<file path="src/rtl/video_wr_ctrl.sv">
// Write-side VDMA front end: packs a pixel stream into AXI words, slices frames into bursts
// and rotates through a ring of frame buffers. Optional macro: VID_WR_TEST_PATTERN_EN.
module video_wr_ctrl #(
    parameter int          AXI_DATA_WIDTH = 128,
    parameter int          AXI_ADDR_WIDTH = 32,
    parameter int          PIX_WIDTH      = 32,
    parameter int          H_ACTIVE       = 1920,
    parameter int          V_ACTIVE       = 1080,
    parameter int          BURST_LEN      = 64,
    parameter logic [31:0] FRAME_BASE     = 32'h1000_0000,
    parameter logic [31:0] FRAME_STRIDE   = 32'h0080_0000,
    parameter int          FRAME_NUM      = 3
) (
    input  logic                      i_clk,
    input  logic                      i_reset_n,
`ifdef VID_WR_TEST_PATTERN_EN
    input  logic                      i_test_en,
`endif
    input  logic                      i_vid_vs,
    input  logic                      i_vid_de,
    input  logic [PIX_WIDTH-1:0]      i_vid_data,
    output logic                      o_wr_buff_req_en,
    output logic [7:0]                o_wr_buff_burst_len,
    output logic [AXI_ADDR_WIDTH-1:0] o_wr_buff_addr,
    output logic                      o_wr_buff_vld,
    output logic [AXI_DATA_WIDTH-1:0] o_wr_buff_data,
    output logic                      o_wr_buff_data_last,
    output logic                      o_frame_done,
    output logic [2:0]                o_frame_idx,
    output logic                      o_pix_drop_err
);

    localparam int PPW         = AXI_DATA_WIDTH / PIX_WIDTH;
    localparam int FRAME_WORDS = (H_ACTIVE * V_ACTIVE) / PPW;
    localparam int WC_W        = $clog2(FRAME_WORDS + 1);
    localparam int PC_W        = (PPW > 1) ? $clog2(PPW) : 1;
    localparam int BYTES       = AXI_DATA_WIDTH / 8;

    typedef enum logic [1:0] {
        S_IDLE,
        S_ACTIVE,
        S_DONE,
        S_PAD
    } state_t;

    state_t                    state;
    logic                      vs_d;
    logic [PC_W-1:0]           pix_cnt;
    logic [WC_W-1:0]           word_cnt;
    logic [7:0]                beat_cnt;
    logic [7:0]                cur_len;
    logic [2:0]                wr_idx;
    logic [AXI_DATA_WIDTH-1:0] pack_buf;

    logic                      vs_rise;
    logic                      pix_take;
    logic                      word_done;
    logic                      last_word;
    logic                      beat_last;
    logic [PIX_WIDTH-1:0]      pix;
    logic [AXI_DATA_WIDTH-1:0] word_full;
    logic [AXI_DATA_WIDTH-1:0] word_pad;
    logic [AXI_ADDR_WIDTH-1:0] burst_addr;
    logic [7:0]                burst_len_c;
    logic [31:0]               words_left;

    function automatic logic [2:0] next_idx(input logic [2:0] idx);
        return (idx == 3'(FRAME_NUM - 1)) ? 3'd0 : idx + 3'd1;
    endfunction

    assign vs_rise   = i_vid_vs & ~vs_d;
    assign pix_take  = (state == S_ACTIVE) && i_vid_de;
    assign word_done = pix_take && (pix_cnt == PC_W'(PPW - 1));
    assign last_word = (word_cnt == WC_W'(FRAME_WORDS - 1));

`ifdef VID_WR_TEST_PATTERN_EN
    logic                 test_mode;
    logic [PIX_WIDTH-1:0] pat_cnt;

    assign pix = test_mode ? pat_cnt : i_vid_data;

    // Pattern mode and counter are latched at the frame-start edge.
    always_ff @(posedge i_clk or negedge i_reset_n) begin
        if (!i_reset_n) begin
            test_mode <= 1'b0;
            pat_cnt   <= '0;
        end else if (vs_rise) begin
            test_mode <= i_test_en;
            pat_cnt   <= '0;
        end else if (pix_take) begin
            pat_cnt   <= pat_cnt + PIX_WIDTH'(1);
        end
    end
`else
    assign pix = i_vid_data;
`endif

    always_comb begin
        word_full = '0;
        word_pad  = '0;
        for (int i = 0; i < PPW; i++) begin
            word_full[i*PIX_WIDTH +: PIX_WIDTH] = (PC_W'(i) == pix_cnt) ? pix
                                                : pack_buf[i*PIX_WIDTH +: PIX_WIDTH];
            word_pad[i*PIX_WIDTH +: PIX_WIDTH]  = (PC_W'(i) < pix_cnt)
                                                ? pack_buf[i*PIX_WIDTH +: PIX_WIDTH]
                                                : '0;
        end
    end

    always_comb begin
        words_left  = 32'(FRAME_WORDS) - 32'(word_cnt);
        burst_len_c = (words_left >= 32'(BURST_LEN)) ? 8'(BURST_LEN - 1)
                                                     : 8'(words_left - 32'd1);
        burst_addr  = AXI_ADDR_WIDTH'(FRAME_BASE)
                    + AXI_ADDR_WIDTH'(wr_idx) * AXI_ADDR_WIDTH'(FRAME_STRIDE)
                    + AXI_ADDR_WIDTH'(word_cnt) * AXI_ADDR_WIDTH'(BYTES);
        beat_last   = (beat_cnt == 8'd0) ? (burst_len_c == 8'd0) : (beat_cnt == cur_len);
    end

    // Pixel packing register: pure data, no reset needed since slices above pix_cnt are masked.
    always_ff @(posedge i_clk) begin
        if (pix_take) begin
            pack_buf[pix_cnt*PIX_WIDTH +: PIX_WIDTH] <= pix;
        end
    end

    always_ff @(posedge i_clk or negedge i_reset_n) begin
        if (!i_reset_n) begin
            state               <= S_IDLE;
            vs_d                <= 1'b0;
            pix_cnt             <= '0;
            word_cnt            <= '0;
            beat_cnt            <= '0;
            cur_len             <= '0;
            wr_idx              <= '0;
            o_wr_buff_req_en    <= 1'b0;
            o_wr_buff_burst_len <= '0;
            o_wr_buff_addr      <= '0;
            o_wr_buff_vld       <= 1'b0;
            o_wr_buff_data      <= '0;
            o_wr_buff_data_last <= 1'b0;
            o_frame_done        <= 1'b0;
            o_frame_idx         <= '0;
            o_pix_drop_err      <= 1'b0;
        end else begin
            vs_d                <= i_vid_vs;
            o_wr_buff_req_en    <= 1'b0;
            o_wr_buff_vld       <= 1'b0;
            o_wr_buff_data_last <= 1'b0;
            o_frame_done        <= 1'b0;

            case (state)
                S_IDLE: begin
                    if (vs_rise) begin
                        state    <= S_ACTIVE;
                        pix_cnt  <= '0;
                        word_cnt <= '0;
                        beat_cnt <= '0;
                    end
                end

                S_ACTIVE: begin
                    if (pix_take) begin
                        pix_cnt <= word_done ? '0 : pix_cnt + PC_W'(1);
                    end
                    if (word_done) begin
                        o_wr_buff_vld       <= 1'b1;
                        o_wr_buff_data      <= word_full;
                        o_wr_buff_data_last <= beat_last;
                        word_cnt            <= word_cnt + WC_W'(1);
                        beat_cnt            <= beat_last ? 8'd0 : beat_cnt + 8'd1;
                        if (beat_cnt == 8'd0) begin
                            o_wr_buff_req_en    <= 1'b1;
                            o_wr_buff_addr      <= burst_addr;
                            o_wr_buff_burst_len <= burst_len_c;
                            cur_len             <= burst_len_c;
                        end
                        if (last_word) begin
                            // A vs edge on the final pixel starts the next frame directly.
                            o_frame_done <= 1'b1;
                            o_frame_idx  <= wr_idx;
                            wr_idx       <= next_idx(wr_idx);
                            word_cnt     <= '0;
                            beat_cnt     <= '0;
                            state        <= vs_rise ? S_ACTIVE : S_DONE;
                        end else if (vs_rise) begin
                            state <= S_PAD;
                        end
                    end else if (vs_rise) begin
                        state <= S_PAD;
                    end
                end

                S_DONE: begin
                    if (i_vid_de) begin
                        o_pix_drop_err <= 1'b1;
                    end
                    if (vs_rise) begin
                        state    <= S_ACTIVE;
                        pix_cnt  <= '0;
                        word_cnt <= '0;
                        beat_cnt <= '0;
                    end
                end

                S_PAD: begin
                    if (i_vid_de) begin
                        o_pix_drop_err <= 1'b1;
                    end
                    // Only an already-open burst is closed out; a partial word with no open
                    // burst has no command to ride on and is discarded.
                    if (beat_cnt != 8'd0) begin
                        o_wr_buff_vld       <= 1'b1;
                        o_wr_buff_data      <= (pix_cnt != '0) ? word_pad : '0;
                        o_wr_buff_data_last <= (beat_cnt == cur_len);
                        pix_cnt             <= '0;
                        word_cnt            <= word_cnt + WC_W'(1);
                        beat_cnt            <= (beat_cnt == cur_len) ? 8'd0 : beat_cnt + 8'd1;
                        if (beat_cnt == cur_len) begin
                            o_frame_done <= 1'b1;
                            o_frame_idx  <= wr_idx;
                            wr_idx       <= next_idx(wr_idx);
                            word_cnt     <= '0;
                            state        <= S_ACTIVE;
                        end
                    end else begin
                        o_frame_done <= 1'b1;
                        o_frame_idx  <= wr_idx;
                        wr_idx       <= next_idx(wr_idx);
                        pix_cnt      <= '0;
                        word_cnt     <= '0;
                        state        <= S_ACTIVE;
                    end
                end

                default: state <= S_IDLE;
            endcase
        end
    end

endmodule

</file>
<file path="config.mk">
export PLATFORM = sky130hd
export DESIGN_NAME = video_wr_ctrl
export DESIGN_NICKNAME = d
export VERILOG_FILES = /design/src/rtl/video_wr_ctrl.sv
export SDC_FILE = /design/constraint.sdc
export NUM_CORES = 1
export LEC_CHECK = 0
export CORE_MARGIN = 1
export CORE_UTILIZATION = 58
export CTS_CLUSTER_SIZE = 12
export DETAILED_ROUTE_END_ITERATION = 16
export PLACE_DENSITY = 0.85
export RECOVER_POWER = 100
export SYNTH_ARGS = -nofsm -noshare
export SYNTH_HDL_FRONTEND = slang
export SYNTH_SLANG_ARGS = --single-unit
</file>
<file path="constraint.sdc">
create_clock -name i_clk -period 5.4 [get_ports i_clk]
set_input_delay 0.54 -clock i_clk [delete_from_list [all_inputs] [get_ports i_clk]]
set_output_delay 0.54 -clock i_clk [all_outputs]
set_load 0.005 [all_outputs]
</file>
==> impl_metrics.yaml <==
clock_tree:
  cts_setup_buffers: 0
  tritoncts: "done"
  holdBufCountCts: 0
  clk-insertion-delay-late_ns: 0.56
  clk_pin_slew_ns: 0.06
  root_buffer: "clkbuf_16"
  clock_sinks: 298
  numCtsBuffers: 31
  postCtsResizedCells: 0
  ctsHtreeMaxLevel: 1
  ctsLongestPathBuffers: 3
finish:
  utilization_pct: 73.6
  layout-drive-gt1-share_pct: 4.65
  fillers: 1476
  syn_to_final_growth_pct: 22.8
  nets: 1443
  multi_input_area_um2: 4820
  final_area_um2: 16300
  seqCellArea_um2: 7940
worst_setup_path:
  crit_chain: "nor2b_1 > and3_1 > nand4_1 > a21boi_0 > mux2_2"
  r2r_cells: 5
  crit_path_end_kind: "register"
  rrSetupSlack_ns: 1.18
  critPathLaunchType: "register"
  reg2reg_from: "state[0]"
  cpPeakStageDelay_ns: 1.46
  worstPathArrival_ns: 4.66
  cp_max_fo: 37
  worstReg2RegEnd: "o_frame_idx[1]"
  crit_path_start: "state[0]"
  crit_slowest_cell: "and3_1"
  crit_type: "register to register"
  crit_required_ns: 5.84
route:
  wire_per_inst_um: 19.7
  vias: 10170
  drtAntennaViolNets: 0
  drt_wl_total_um: 33500
  drc: 0
  avgViaCountPerCell: 5.98
  first_pass_iters: 5
  drtIter0Drc: 866
outcome:
  status: "finished, violations left"
  violations: "max-capacitance violations, max-slew violations"
synth:
  ys_ff_latch: 298
  synth_common_cells: "202 x dfrtp_1, 194 x nand2_1, 101 x and2_1, 96 x edfxtp_1, 88 x o21ai_0"
  synth_top_cell_by_area: "dfrtp_1"
  yosys_warnings: 0
  synth_top_area_share_pct: 38.1
  yosys.area_share.simple_pct: 17.1
  synth_cells: 1238
  syn_area_um2: 13300
  async_reset_ff_share_pct: 67.8
  synth_edf_count: 96
  synth-adder-area-share_pct: 1.23
  synth_cell_type_count: 67
  synth_top_family_by_area: "simple AND/OR/NAND/NOR gates"
  ys_seq_area_share_pct: 59.9
  synth_compound_area_share_pct: 14.8
  synth_ff_type: "dfrtp_1"
  avgSynthCellArea_um2: 10.7
  synth_area_leaders: "dfrtp_1 38%, edfxtp_1 22%, nand2_1 5.5%"
  synth_xor_area_share_pct: 2.64
  synth_most_common_cell: "dfrtp_1"
  synthMuxAreaShare_pct: 0.415
timing:
  skew_ns: 0.0127
  drv_slew: 183
  hold_viol_final: 0
  rsz0062_at_grt: "false"
  finalSetupViolCount: 0
  slew_headroom_pct: -78.3
  fin_crit_ns: 4.22
  tns_ns: 0
  max_freq_mhz: 237
  finalCritPeriodShare_pct: 78.1
  worst_pin_slew_ns: 2.67
global_routing:
  grt_pass1_vias: 10075
  grt_max_degree: 141
  grt_use_total_pct: 29.3
  grt_pass1_wl_um: 54300
  antenna_found_initial: 1
  grt_overflow: 0
flow_run:
  maxCapViolations: 5
power_and_ir_drop:
  p_per_area_nw_per_um2: 488
  ir_drop_mv: 0.247
  cellLeakagePower_nw: 7.27
die:
  num_rows: 54
  die_y_um: 153
  start_util_pct: 60.0
  ioPinCount: 212
  core_region_area_um2: 22100
  dieArea_um2: 23500
  die_w_um: 153
place:
  portBuffers: 202
  gp_congestion: 0.897
  place_area_um2: 15300
  dp_hpwl_um: 20700
min_path:
  hp-class: "input port to async pin"
==> area by class of cell <==
type                       instances  share of cell area (%)
sequential                       298                    48.8
multi-input combinational        830                    29.6
timing repair buffer             215                    13.0
clock buffer                      54                    5.80
tap                              280                    2.15
inverter                          18                   0.415
clock inverter                     4                   0.177
antenna                            1                  0.0154
==> cells by family after synthesis <==
kind of cell | after synthesis
AND/OR/NAND/NOR | 454
AO/OA/AOI/OAI | 309
flip-flops | 298
buffers and inverters | 118
XOR/XNOR | 40
adder cells (fa/ha/maj) | 13
multiplexers | 5
other | 1
==> through the flow <==
stage	instances	setup WS (ns)	hold slack [ns]	power, mW
2_1_floorplan	1246	2.62	0.244	4.72
3_3_place_gp	1641	2.18	0.449	5.95
3_5_place_dp	1641	2.07	0.453	6.07
4_1_cts	1699	2.22	0.0893	8.14
5_1_grt	1700	0.944	0.106	8.38
6_report	1700	1.18	0.0317	7.93
==> power by group <==
group          internal, mW  switching (mW)  total, mW
logic                  1.16            1.39       2.55
clock network          1.18           0.860       2.04
registers              2.95           0.392       3.34
==> layer usage <==
layer	vias to the layer above	global-route usage (%)	wire length, um
met5	-	0	0
met4	0	10.1	1070
met3	83	4.91	2860
met2	465	46.7	15600
met1	4979	41.0	14000
li1	4643	-	-
==> critical path: cells and delay by family (launching register included) <==
| family | cells | cell delay (ns) |
|---|---|---|
| AND/OR/NAND/NOR | 3 | 2.25 |
| AO/OA/AOI/OAI | 1 | 0.90 |
| multiplexers | 1 | 0.42 |
| flip-flops | 1 | 0.53 |
==> cells in the final DEF (no fill, tap or decap), types with 7 or more instances in the layout <==
| cell type | n |
|---|---|
| dfrtp_1 | 202 |
| nand2_1 | 194 |
| dlygate4sd3_1 | 169 |
| o21ai_0 | 116 |
| edfxtp_1 | 96 |
| a22oi_1 | 65 |
| and2_0 | 52 |
| and2_1 | 49 |
| a21oi_1 | 45 |
| nor2_1 | 43 |
| and3_1 | 40 |
| a22o_1 | 33 |
| clkbuf_16 | 32 |
| clkdlybuf4s50_1 | 32 |
| xnor2_1 | 23 |
| clkbuf_1 | 20 |
| inv_1 | 17 |
| xor2_1 | 17 |
| nand3_1 | 14 |
| ha_1 | 13 |
| nor3_1 | 12 |
| a31oi_1 | 12 |
| nand4_1 | 12 |
| conb_1 | 9 |
| a21o_1 | 7 |
| clkbuf_8 | 7 |
| buf_4 | 7 |
==> worst max-delay path by stage <==
stage | to | slack (ns) | cells after the start
floorplan | beat_cnt[4] | 2.62 | 12
global placement | o_wr_buff_data[61] | 2.18 | 5
detailed placement | o_wr_buff_data[90] | 2.07 | 5
CTS | beat_cnt[2] | 2.22 | 11
global route | o_frame_idx[1] | 0.94 | 5
finish | o_frame_idx[1] | 1.18 | 5
==> state kept, by name (all words and copies together) (netlist names) <==
register,cells
beat_cnt,8
cur_len,8
o_frame_done,1
o_frame_idx,3
o_pix_drop_err,1
o_wr_buff_addr,23
o_wr_buff_data,128
o_wr_buff_data_last,1
o_wr_buff_req_en,1
o_wr_buff_vld,1
pack_buf,96
pix_cnt,2
state,2
vs_d,1
word_cnt,19
wr_idx,3
No activity file was read; power rests on OpenSTA's default activity.
